<file path="src/rtl/sn_ctrl_pkg.sv">
// Shared definitions for the stochastic decoder frame sequencer and the node array top.
// Holds the sequencer state encoding and the default frame timing constants.
package sn_ctrl_pkg;

   typedef enum logic [1:0] {
      ST_IDLE   = 2'd0,
      ST_LOAD   = 2'd1,
      ST_DECODE = 2'd2,
      ST_DONE   = 2'd3
   } ctrl_state_e;

   localparam int DEF_INIT_CYC = 8;
   localparam int DEF_MAX_DC   = 1000;
   localparam int DEF_SAT_HOLD = 4;
   localparam int DEF_DC_W     = 16;

endpackage

</file>
<file path="src/rtl/sn_sat_cnt.sv">
// Up-counter that sticks at MAX and has a synchronous clear taking priority over increment.
// Used for the INIT load count and for the PARITY_OK run length.
module sn_sat_cnt #(
   parameter int W   = 4,
   parameter int MAX = 8
) (
   input  logic         clk,
   input  logic         rst_n,
   input  logic         clr,
   input  logic         inc,
   output logic [W-1:0] cnt
);

   localparam logic [W-1:0] CNT_MAX = W'(MAX);

   logic [W-1:0] cnt_d;
   logic [W-1:0] cnt_q;

   always_comb begin
      cnt_d = cnt_q;
      if (clr) begin
         cnt_d = '0;
      end else if (inc && (cnt_q != CNT_MAX)) begin
         cnt_d = cnt_q + W'(1);
      end
   end

   always_ff @(posedge clk or negedge rst_n) begin
      if (!rst_n) begin
         cnt_q <= '0;
      end else begin
         cnt_q <= cnt_d;
      end
   end

   assign cnt = cnt_q;

endmodule

</file>
<file path="src/rtl/sn_decode_ctrl.sv">
// Frame sequencer: LOAD channel bits, DECODE until PARITY_OK holds SAT_HOLD cycles or the
// cycle budget runs out, then hold the result until ACK. All outputs are registered.
module sn_decode_ctrl
   import sn_ctrl_pkg::*;
#(
   parameter int INIT_CYC = DEF_INIT_CYC,
   parameter int MAX_DC   = DEF_MAX_DC,
   parameter int SAT_HOLD = DEF_SAT_HOLD,
   parameter int DC_W     = DEF_DC_W
) (
   input  logic            CLK,
   input  logic            RST_N,
   input  logic            START,
   input  logic            ABORT,
   input  logic            PARITY_OK,
   input  logic            ACK,
   output logic            INIT,
   output logic            RUN,
   output logic            LFSR_EN,
   output logic            CNT_CLR,
   output logic            BUSY,
   output logic            DONE,
   output logic            CONV,
   output logic [DC_W-1:0] DC
);

   localparam int LW = $clog2(INIT_CYC + 1);
   localparam int SW = $clog2(SAT_HOLD + 1);
   localparam logic [LW-1:0]   LOAD_LAST = LW'(INIT_CYC - 1);
   localparam logic [SW-1:0]   SAT_LAST  = SW'(SAT_HOLD - 1);
   localparam logic [DC_W-1:0] DC_LAST   = DC_W'(MAX_DC - 1);

   ctrl_state_e     state_q, state_d;
   logic            init_q, init_d;
   logic            run_q, run_d;
   logic            lfsr_en_q, lfsr_en_d;
   logic            cnt_clr_q, cnt_clr_d;
   logic            busy_q, busy_d;
   logic            done_q, done_d;
   logic            conv_q, conv_d;
   logic [DC_W-1:0] dc_q, dc_d;

   logic            start_acc;
   logic            conv_next;
   logic            load_inc, sat_clr, sat_inc;
   logic [LW-1:0]   load_cnt;
   logic [SW-1:0]   sat_cnt;

   assign load_inc = (state_q == ST_LOAD);
   assign sat_inc  = (state_q == ST_DECODE) && PARITY_OK;
   assign sat_clr  = start_acc || ((state_q == ST_DECODE) && !PARITY_OK);

   sn_sat_cnt #(.W(LW), .MAX(INIT_CYC)) u_load_cnt (
      .clk   (CLK),
      .rst_n (RST_N),
      .clr   (start_acc),
      .inc   (load_inc),
      .cnt   (load_cnt)
   );

   sn_sat_cnt #(.W(SW), .MAX(SAT_HOLD)) u_sat_cnt (
      .clk   (CLK),
      .rst_n (RST_N),
      .clr   (sat_clr),
      .inc   (sat_inc),
      .cnt   (sat_cnt)
   );

   always_comb begin
      state_d   = state_q;
      dc_d      = dc_q;
      conv_next = 1'b0;
      start_acc = 1'b0;
      case (state_q)
         ST_IDLE: begin
            if (START) begin
               state_d   = ST_LOAD;
               dc_d      = '0;
               start_acc = 1'b1;
            end
         end
         ST_LOAD: begin
            if (load_cnt == LOAD_LAST) state_d = ST_DECODE;
         end
         ST_DECODE: begin
            dc_d = dc_q + DC_W'(1);
            // convergence wins when it lands on the same cycle as the budget
            if (PARITY_OK && (sat_cnt == SAT_LAST)) begin
               state_d   = ST_DONE;
               conv_next = 1'b1;
            end else if (dc_q == DC_LAST) begin
               state_d = ST_DONE;
            end
         end
         ST_DONE: begin
            conv_next = conv_q;
            if (ACK) state_d = ST_IDLE;
         end
         default: state_d = ST_IDLE;
      endcase
      if (ABORT) begin
         state_d   = ST_IDLE;
         dc_d      = '0;
         start_acc = 1'b0;
      end
      // Moore outputs are decoded from the next state so they line up with it
      init_d    = (state_d == ST_LOAD);
      run_d     = (state_d == ST_DECODE);
      lfsr_en_d = (state_d == ST_LOAD) || (state_d == ST_DECODE);
      busy_d    = lfsr_en_d;
      done_d    = (state_d == ST_DONE);
      conv_d    = done_d && conv_next;
      cnt_clr_d = start_acc;
   end

   always_ff @(posedge CLK or negedge RST_N) begin
      if (!RST_N) begin
         state_q   <= ST_IDLE;
         init_q    <= 1'b0;
         run_q     <= 1'b0;
         lfsr_en_q <= 1'b0;
         cnt_clr_q <= 1'b0;
         busy_q    <= 1'b0;
         done_q    <= 1'b0;
         conv_q    <= 1'b0;
         dc_q      <= '0;
      end else begin
         state_q   <= state_d;
         init_q    <= init_d;
         run_q     <= run_d;
         lfsr_en_q <= lfsr_en_d;
         cnt_clr_q <= cnt_clr_d;
         busy_q    <= busy_d;
         done_q    <= done_d;
         conv_q    <= conv_d;
         dc_q      <= dc_d;
      end
   end

   assign INIT    = init_q;
   assign RUN     = run_q;
   assign LFSR_EN = lfsr_en_q;
   assign CNT_CLR = cnt_clr_q;
   assign BUSY    = busy_q;
   assign DONE    = done_q;
   assign CONV    = conv_q;
   assign DC      = dc_q;

endmodule

</file>
<file path="config.mk">
export PLATFORM = sky130hd
export DESIGN_NAME = sn_decode_ctrl
export DESIGN_NICKNAME = d
export VERILOG_FILES = /design/src/rtl/sn_ctrl_pkg.sv /design/src/rtl/sn_sat_cnt.sv /design/src/rtl/sn_decode_ctrl.sv
export SDC_FILE = /design/constraint.sdc
export NUM_CORES = 1
export LEC_CHECK = 0
export CAP_MARGIN = 20
export CORE_UTILIZATION = 55
export DETAILED_ROUTE_END_ITERATION = 6
export MAX_ROUTING_LAYER = met4
export PLACE_DENSITY = 0.79
export SLEW_MARGIN = 20
export SYNTH_ARGS = -nofsm -noshare
export SYNTH_HDL_FRONTEND = slang
export SYNTH_HIERARCHICAL = 1
export SYNTH_SLANG_ARGS = --single-unit
export TNS_END_PERCENT = 30
</file>
<file path="constraint.sdc">
create_clock -name CLK -period 4.5 [get_ports CLK]
set_input_delay 1.125 -clock CLK [delete_from_list [all_inputs] [get_ports CLK]]
set_output_delay 1.125 -clock CLK [all_outputs]
set_load 0.01 [all_outputs]
</file>
# --- Yosys cells after proc, flatten, opt, wreduce, memory -nomap -nowiden ---
# Index checks and enable logic that the tools add are counted.
totals:
  regBits: 31
  input_bits: 6
  output_inout_bits: 23
  wordCells: 58
classes:
  add_sub_neg: 3
  eq_ne: 12
  n_mux: 19
  reduce_logical: 14
ops:
  columns: ["op", "count"]
  rows:
  - ["16-bit 2-to-1 mux", 2]
  - ["16-bit case mux with 2 select lines", 1]
  - ["16-bit by 1-bit adder with 16-bit output (second input constant)", 1]
  - ["16-bit by 10-bit equality test with 1-bit output (second input constant)", 1]
  - ["2-bit 2-to-1 mux", 6]
  - ["2-bit equality test (second input constant)", 4]
  - ["4-bit 2-to-1 mux", 2]
  - ["2-bit case mux with 4 select lines", 1]
  - ["1-bit logical AND", 6]
  - ["3-bit 2-to-1 mux", 2]
  - ["3-bit != test (second input constant)", 2]
  - ["4-bit by 1-bit adder with 4-bit output (second input constant)", 1]
  - ["2-bit by 1-bit equality test with 1-bit output (second input constant)", 2]
  - ["4-bit by 3-bit equality test with 1-bit output (second input constant)", 1]
  - ["1-bit 2-to-1 mux", 4]
  - ["4-bit != test (second input constant)", 1]
  - ["2-bit nonzero test", 2]
  - ["3-bit by 1-bit adder with 3-bit output (second input constant)", 1]
  - ["3-bit by 2-bit equality test with 1-bit output (second input constant)", 1]
  - ["3-bit nonzero test", 1]
  - ["2-bit zero test", 1]
  - ["1-bit logical OR", 2]
  - ["1-bit case mux with 2 select lines", 1]
  - ["2-bit AND reduction", 1]
  - ["1-bit zero test", 1]

# --- Depth between registers and ports, before layout ---
# Gate-level depths: netlist (run 1).
logic_depth:
  depth_word: 7
  depth_mapped: 8

# --- Cells and area by module ---
# The synthesis (run 1) kept the hierarchy.
by_module_without_submodules:
  columns: ["mod", "instances", "cells_per_inst", "area_per_inst_um2", "seq_area_each_um2"]
  rows:
  - ["sn_decode_ctrl", 1, 133, 1267.5, 600.6]
  - ["sn_sat_cnt (u_load_cnt)", 1, 23, 229.0, 100.1]
  - ["sn_sat_cnt (u_sat_cnt)", 1, 17, 198.9, 75.1]

# --- Least setup slack after synthesis (run 1) ---
# No wires, ideal clock.
synth_timing:
  path_kind: "input to register"
  start: "in ABORT"
  end: "reg dc_q[15] (netlist: DC[15])"
  arrival_ns: 2.096
  required_ns: 4.368
  path_slack_ns: 2.272
  cell_stages: 5
  n_path_buf: 1
  cell_sequence: "clkbuf_1 > o2111ai_4 > nor4_2 > xnor2_1 > nor2_1"
synth_via:
  elab_chain_len: 2
synth_rtl:
  columns: ["item", "line", "rtl"]
  rows:
  - ["start, declared", "sn_decode_ctrl.sv:14", "input logic ABORT,"]
  - ["3-bit != test (no source line) or 3-bit nonzero test (tied branches)", null, null]
  - ["2-bit AND reduction (no source line)", null, null]
  - ["end signal, assigned", "sn_decode_ctrl.sv:126", "dc_q <= '0;"]
  - ["end signal, assigned", "sn_decode_ctrl.sv:136", "dc_q <= dc_d;"]
  - ["end, declared", "sn_decode_ctrl.sv:41", "logic [DC_W-1:0] dc_q, dc_d;"]
# Parallel ways exist; a longest one is shown, timed or not.
# A chain may end at the register's enable or synchronous reset.

# --- Worst setup path in the final report (run 1) ---
layout_timing:
  start: "reg dc_q[3] (netlist: DC[3])"
  end: "out DC[3]"
layout_lines:
  columns: ["item", "line", "rtl"]
  rows:
  - ["end, declared", "sn_decode_ctrl.sv:24", "output logic [DC_W-1:0] DC"]
# No word-level cell between the ends.

==> reports/metrics.cfg, run 1 <==
[power]
p_per_area_mw_per_mm2=287
peakVddDrop_mv=0.257
total_leakage_power_nw=0.890

[yosys]
netlist.area_leader.share=0.458
yosys-top-cells-area=dfrtp_1 (46%), ha_1 (5.9%), nor2_1 (4.9%)
ys_seq_area_frac=0.458
synth_cells=173
synth-edff-count=0
synth_warnings=6
ys_types=45
synth_seq_cells=31
yosysTopAreaCell=dfrtp_1
synthArstFlopShare=1.00
synth_area_sq_mm=0.00170
syn_avg_cell_area_sq_um=9.80
synth_nets=187
ys.flop_type=dfrtp_1

[critical_path]
path_class=reg -> out
slowest_stage=clkdlybuf4s50_1
arrival_ps=1480
critPathMaxFanout=7
crit_family=buffers and inverters
endpoint_kind=output pin
cp.required_ps=3380
critPathBufInv=1
path_cells=clkdlybuf4s50_1
start_kind=register
slowest_delay_ps=610

[detailed_routing]
drc_errors=1
firstDrtPassIters=7
dr_total_vias=1360
drt_wl_total_microns=3500
drt_iter0_markers=42
vias_per_cell=5.79
ant_nets=0
wire_per_inst_microns=14.9

[final_layout]
fill_cells=217
area_delta_synth_final_pct=21.6
nNetsFinal=217
n_antenna_cell=0
mostFrequentLayoutCells=dfrtp_1 (31), clkdlybuf4s50_1 (28), nor2_1 (22)
final_area_sq_mm=0.00206
fin_util=0.729
layout_commonest_cell=dfrtp_1
drive_above_1_share=0.0833

[global_route]
grt_first_pass_wirelength_microns=6270
grt_pass1_vias=1372
antenna_found_initial=0
grt_use_total=0.261
grt_max_degree=32
grt_overflow_total=0

[sta]
fmax_mhz=384
finalMaxSlewViolations=0
hold_viol_final=0
fin_ws_ps=1900
fin_crit_sh=0.578
tns_ps=0
setup_viol=0
grt_setup_unrepaired=no
fin_skew_ps=3.79
tightest_slew_ps=489
relSlewSlack=0.674
period_minus_slack_ps=2600

[clock_tree]
cts.sinks=31
cts_tree=built
cts_buffers=5
insertion_delay_ps=330
cts_root_buf=clkbuf_4
ctsHoldBuffers=0
clock_path_buffers=2
cts_setup_buffers=0
clkSlewWorstSetupHoldPaths_ps=90
cts_resized=0
htree_levels=2

[floorplanning]
dieWidth_microns=57.5
dieArea_sq_mm=0.00331
rows=19
core_sq_mm=0.00283
start_util=0.599
dieHeight_microns=57.5
io_pins=29

[outcome]
violations=DRC
status=complete, but fails checks

[worst_hold_path]
holdCritPathClass=reg -> reg

[placement]
gp_congestion=0.873
post-dp-hpwl_microns=2560
place_area_sq_mm=0.00199
port_buffers=28
place_ws_ps=1690

[run]
cap_violations=0

[cell families (layout without fill, tap and decap cells)]
kind of cell	count (synthesis)	in the layout	synth area share
AO/OA/AOI/OAI	33	33	0.148
XOR/XNOR	9	9	0.0465
multiplexers	4	4	0.0295
buffers and inverters	15	46	0.0369
flip-flops	31	31	0.458
AND/OR/NAND/NOR	73	73	0.222
adder cells (fa/ha/maj)	8	8	0.0590
[power breakdown]
part           internal, mW  switching (mW)
Clock                0.0918          0.0927
Sequential            0.296          0.0221
Combinational        0.0435          0.0460
Total                 0.431           0.161
[layer usage]
metal  wire, microns  vias up  track usage
li1                -      654            -
met1            1570      660        0.340
met2            1720       42        0.390
met3             170        4       0.0839
met4              40        0       0.0732
met5               0        -            -
[worst register-to-register path, delay by kind of cell (launching register included)]
| kind | cells | cell delay [ps] |
|---|---|---|
| compound gates | 3 | 560 |
| fa+ha+maj | 1 | 210 |
| flops | 1 | 500 |
| simple gates | 3 | 620 |
[layout make-up]
class,instances,area (sq um),area share
multi-input combinational,127,857,0.416
sequential,31,776,0.376
timing repair buffer,29,288,0.140
clock buffer,8,68.8,0.0334
tap,31,38.8,0.0188
inverter,9,33.8,0.0164
[cells in the mapped netlist, drive strengths merged, types with 3 or more instances]
master   n
inv      9
dfrtp   31
nor4     3
nand2b   7
o21ai    9
buf      3
a21oi    7
nand3    3
clkbuf   3
nor3     6
ha       8
xnor2    5
xor2     4
and3     3
nand2   16
o22ai    3
or3      3
nor2    22
[worst paths after layout]
| path | startpoint | end | slack [ps] | cells past startpoint |
|---|---|---|---|---|
| setup / recovery | DC[3] | DC[3] | 1900 | 1 |
| hold / removal | DC[0] | DC[0] | 570 | 1 |
| setup reg to reg | DC[3] | CONV | 2550 | 7 |
| hold reg to reg | DC[0] | DC[0] | 570 | 1 |
| max in group asynchronous | RST_N | u_load_cnt/cnt[3] | 3050 | 2 |
| min in group asynchronous | RST_N | u_sat_cnt/cnt[0] | 1170 | 2 |
[through the flow]
step	hold slack (ps)	total power, mW	cells
6_report	575	0.592	235
5_1_grt	616	0.627	235
4_1_cts	573	0.599	235
3_5_place_dp	555	0.413	227
3_3_place_gp	543	0.403	227
2_1_floorplan	519	0.378	173
[registers in the layout, summed over array words and instances (netlist names)]
register and cells:
BUSY 1, CNT_CLR 1, CONV 1, DC 16
DONE 1, INIT 1, RUN 1, state_q 2
u_load_cnt/cnt 4, u_sat_cnt/cnt 3
Note: power is estimated with default switching activity, not from simulation.
==> inputs of run 2 (changes only) <==
--- a/config.mk
+++ b/config.mk
@@ -6,10 +6,10 @@
 export NUM_CORES = 1
 export LEC_CHECK = 0
 export CAP_MARGIN = 20
-export CORE_UTILIZATION = 55
+export CORE_UTILIZATION = 52
 export DETAILED_ROUTE_END_ITERATION = 6
 export MAX_ROUTING_LAYER = met4
-export PLACE_DENSITY = 0.79
+export PLACE_DENSITY = 0.76
 export SLEW_MARGIN = 20
 export SYNTH_ARGS = -nofsm -noshare
 export SYNTH_HDL_FRONTEND = slang
==> constraint.sdc (replaced) <==
create_clock -name CLK -period 2.6 [get_ports CLK]
set_input_delay 0.65 -clock CLK [delete_from_list [all_inputs] [get_ports CLK]]
set_output_delay 0.65 -clock CLK [all_outputs]
set_load 0.01 [all_outputs]
==> run 2 against run 1 <==
Compared with the run above:
- combinational power up 75%
- count of clock-buffer cells in the layout down 1
- clock power up 43%
- sequential power up 71%
- the run now ends clean
- worst setup slack worse by 1400 ps
- flip-flop and latch count unchanged
- via count up 3.8%
- die area up 5.6%
==> reports/metrics.cfg, run 2 (synthesis gave the netlist of run 1 again) <==
[outcome]
status=completed

[sta]
grt_setup_unrepaired=no
fin_crit_sh=0.821
period_minus_slack_ps=2130
relSlewSlack=0.706  ; +0.0316
hold_viol_final=0  ; unchanged
fin_skew_ps=8.44  ; +4.65 ps
fin_ws_ps=466  ; -1430 ps
finalMaxSlewViolations=0  ; unchanged
tns_ps=0  ; unchanged
setup_viol=0  ; unchanged
fmax_mhz=469
tightest_slew_ps=441  ; -47.5 ps

[floorplanning]
dieWidth_microns=59.1  ; +2.7%
dieHeight_microns=59.1  ; +2.7%
dieArea_sq_mm=0.00349  ; +5.6%
core_sq_mm=0.00308  ; +8.8%
start_util=0.551  ; -0.0485
rows=20  ; +1
io_pins=29  ; unchanged

[placement]
place_inst=242  ; +6.6%
post-dp-hpwl_microns=2560  ; +0.30%
gp_congestion=0.893  ; +2.3%
place_ws_ps=215  ; -1470 ps
port_buffers=28  ; unchanged

[power]
power_frac_comb=0.163  ; +0.012
p_per_area_mw_per_mm2=466  ; +62%
seqPwrFrac=0.564  ; +0.027
total_leakage_power_nw=0.890  ; about the same
p_int_uw=694  ; +61%
power_switching_uw=272  ; +69%
p_sw_frac=0.282  ; +0.00977
pwr-share-clk=0.273  ; -0.039
peakVddDrop_mv=0.442  ; +72%

[final_layout]
layout_commonest_cell=dfrtp_1
nNetsFinal=219  ; +0.92%
n_antenna_cell=0  ; unchanged
drive_above_1_share=0.0874  ; +0.00405
mostFrequentLayoutCells=dfrtp_1 (31), clkdlybuf4s50_1 (28), nor2_1 (22)
stdcell_count=250  ; +6.4%
largest_reg_flops=16  ; unchanged
area_delta_synth_final_pct=22.4
fin_util=0.674  ; -0.0549

[detailed_routing]
dr_total_vias=1411  ; +3.8%
wire_per_inst_microns=14.0  ; -6.1%
vias_per_cell=5.64  ; -2.5%
drt_iter0_markers=85  ; +100%
ant_nets=0  ; unchanged
firstDrtPassIters=4  ; -3
drt_wl_total_microns=3490  ; about the same
drc_errors=0  ; -1

[worst_hold_path]
holdCritPathClass=reg -> reg

[critical_path]
slowest_stage=clkdlybuf4s50_1
crit_family=buffers and inverters
endpoint_kind=output pin
path_class=reg -> out
arrival_ps=1480  ; about the same
r2r_cells=7  ; unchanged
critPathMaxFanout=7  ; unchanged
cp-endpoint=DC[3]
r2r_end=CONV
start_kind=register
slowest_delay_ps=630  ; +20 ps
crit_start=DC[3]
crit_cells=1  ; unchanged
r2r-start=DC[3]
critPathBufInv=1  ; unchanged
reg2reg_slack_ps=680  ; -1870 ps
path_cells=clkdlybuf4s50_1
cp.required_ps=1950  ; -1430 ps

[clock_tree]
cts_resized=0  ; unchanged
ctsHoldBuffers=0  ; unchanged
cts.sinks=31  ; unchanged
cts_buffers=5  ; unchanged
cts_root_buf=clkbuf_4
insertion_delay_ps=330  ; about the same
clock_path_buffers=2  ; unchanged
htree_levels=2  ; unchanged
clkSlewWorstSetupHoldPaths_ps=90  ; about the same
cts_setup_buffers=0  ; unchanged
cts_tree=built

[global_route]
grt_overflow_total=0  ; unchanged
grt_use_total=0.237  ; -0.0234
grt_max_degree=32  ; unchanged
grt_pass1_vias=1366  ; -0.44%
antenna_found_initial=0  ; unchanged
grt_first_pass_wirelength_microns=5910  ; -5.7%

[run]
cap_violations=0  ; unchanged

run 2: cell types whose count changed in the layout (fill, tap and decap cells not counted):
| cell | delta |
|---|---|
| buf_4 | +2 |
| clkbuf_8 | -2 |
| clkbuf_1 | +1 |
| clkinv_2 | +1 |
run 2: metal layers:
metal	up-vias	wire, microns	GRT usage
met1	664	1470	0.280
met2	69	1680	0.367
met3	7	272	0.0611
met4	0	70	0.136
met5	-	0	-
li1	671	-	-
run 2: final cells by class:
class / count / area (sq um)
fill: 235 / 1000
multi-input combinational: 127 / 857
sequential: 31 / 776
timing repair buffer: 31 / 303
tap: 44 / 55.1
clock buffer: 7 / 45.0
inverter: 9 / 33.8
clock inverter: 1 / 5.00
run 2: how the worst min path moves through the flow:
stage | cells after the start | slack [ps] | to | from
floorplan | 0 | 350 | BUSY | RST_N
global placement | 2 | 540 | DC[1] | DC[1]
detailed placement | 1 | 560 | DC[0] | DC[0]
CTS | 1 | 580 | DC[0] | DC[0]
global route | 1 | 590 | DC[12] | DC[12]
finish | 2 | 590 | u_load_cnt/cnt[2] | u_load_cnt/cnt[2]
run 2: through the flow:
step	instance area, sq um	total power [mW]	hold WS (ps)
3_3_place_gp	2020	0.702	538
6_report	2070	0.966	586
5_1_grt	2070	1.03	592
2_1_floorplan	1700	0.654	354
3_5_place_dp	2020	0.713	556
4_1_cts	2070	0.979	576
run 2: power groups by stage:
stage,registers (mW),clock network [mW],logic [mW]
6_report,0.544,0.264,0.157
5_1_grt,0.551,0.293,0.184
4_1_cts,0.545,0.276,0.158
3_5_place_dp,0.555,0,0.158
3_3_place_gp,0.552,0,0.150
2_1_floorplan,0.547,0,0.107
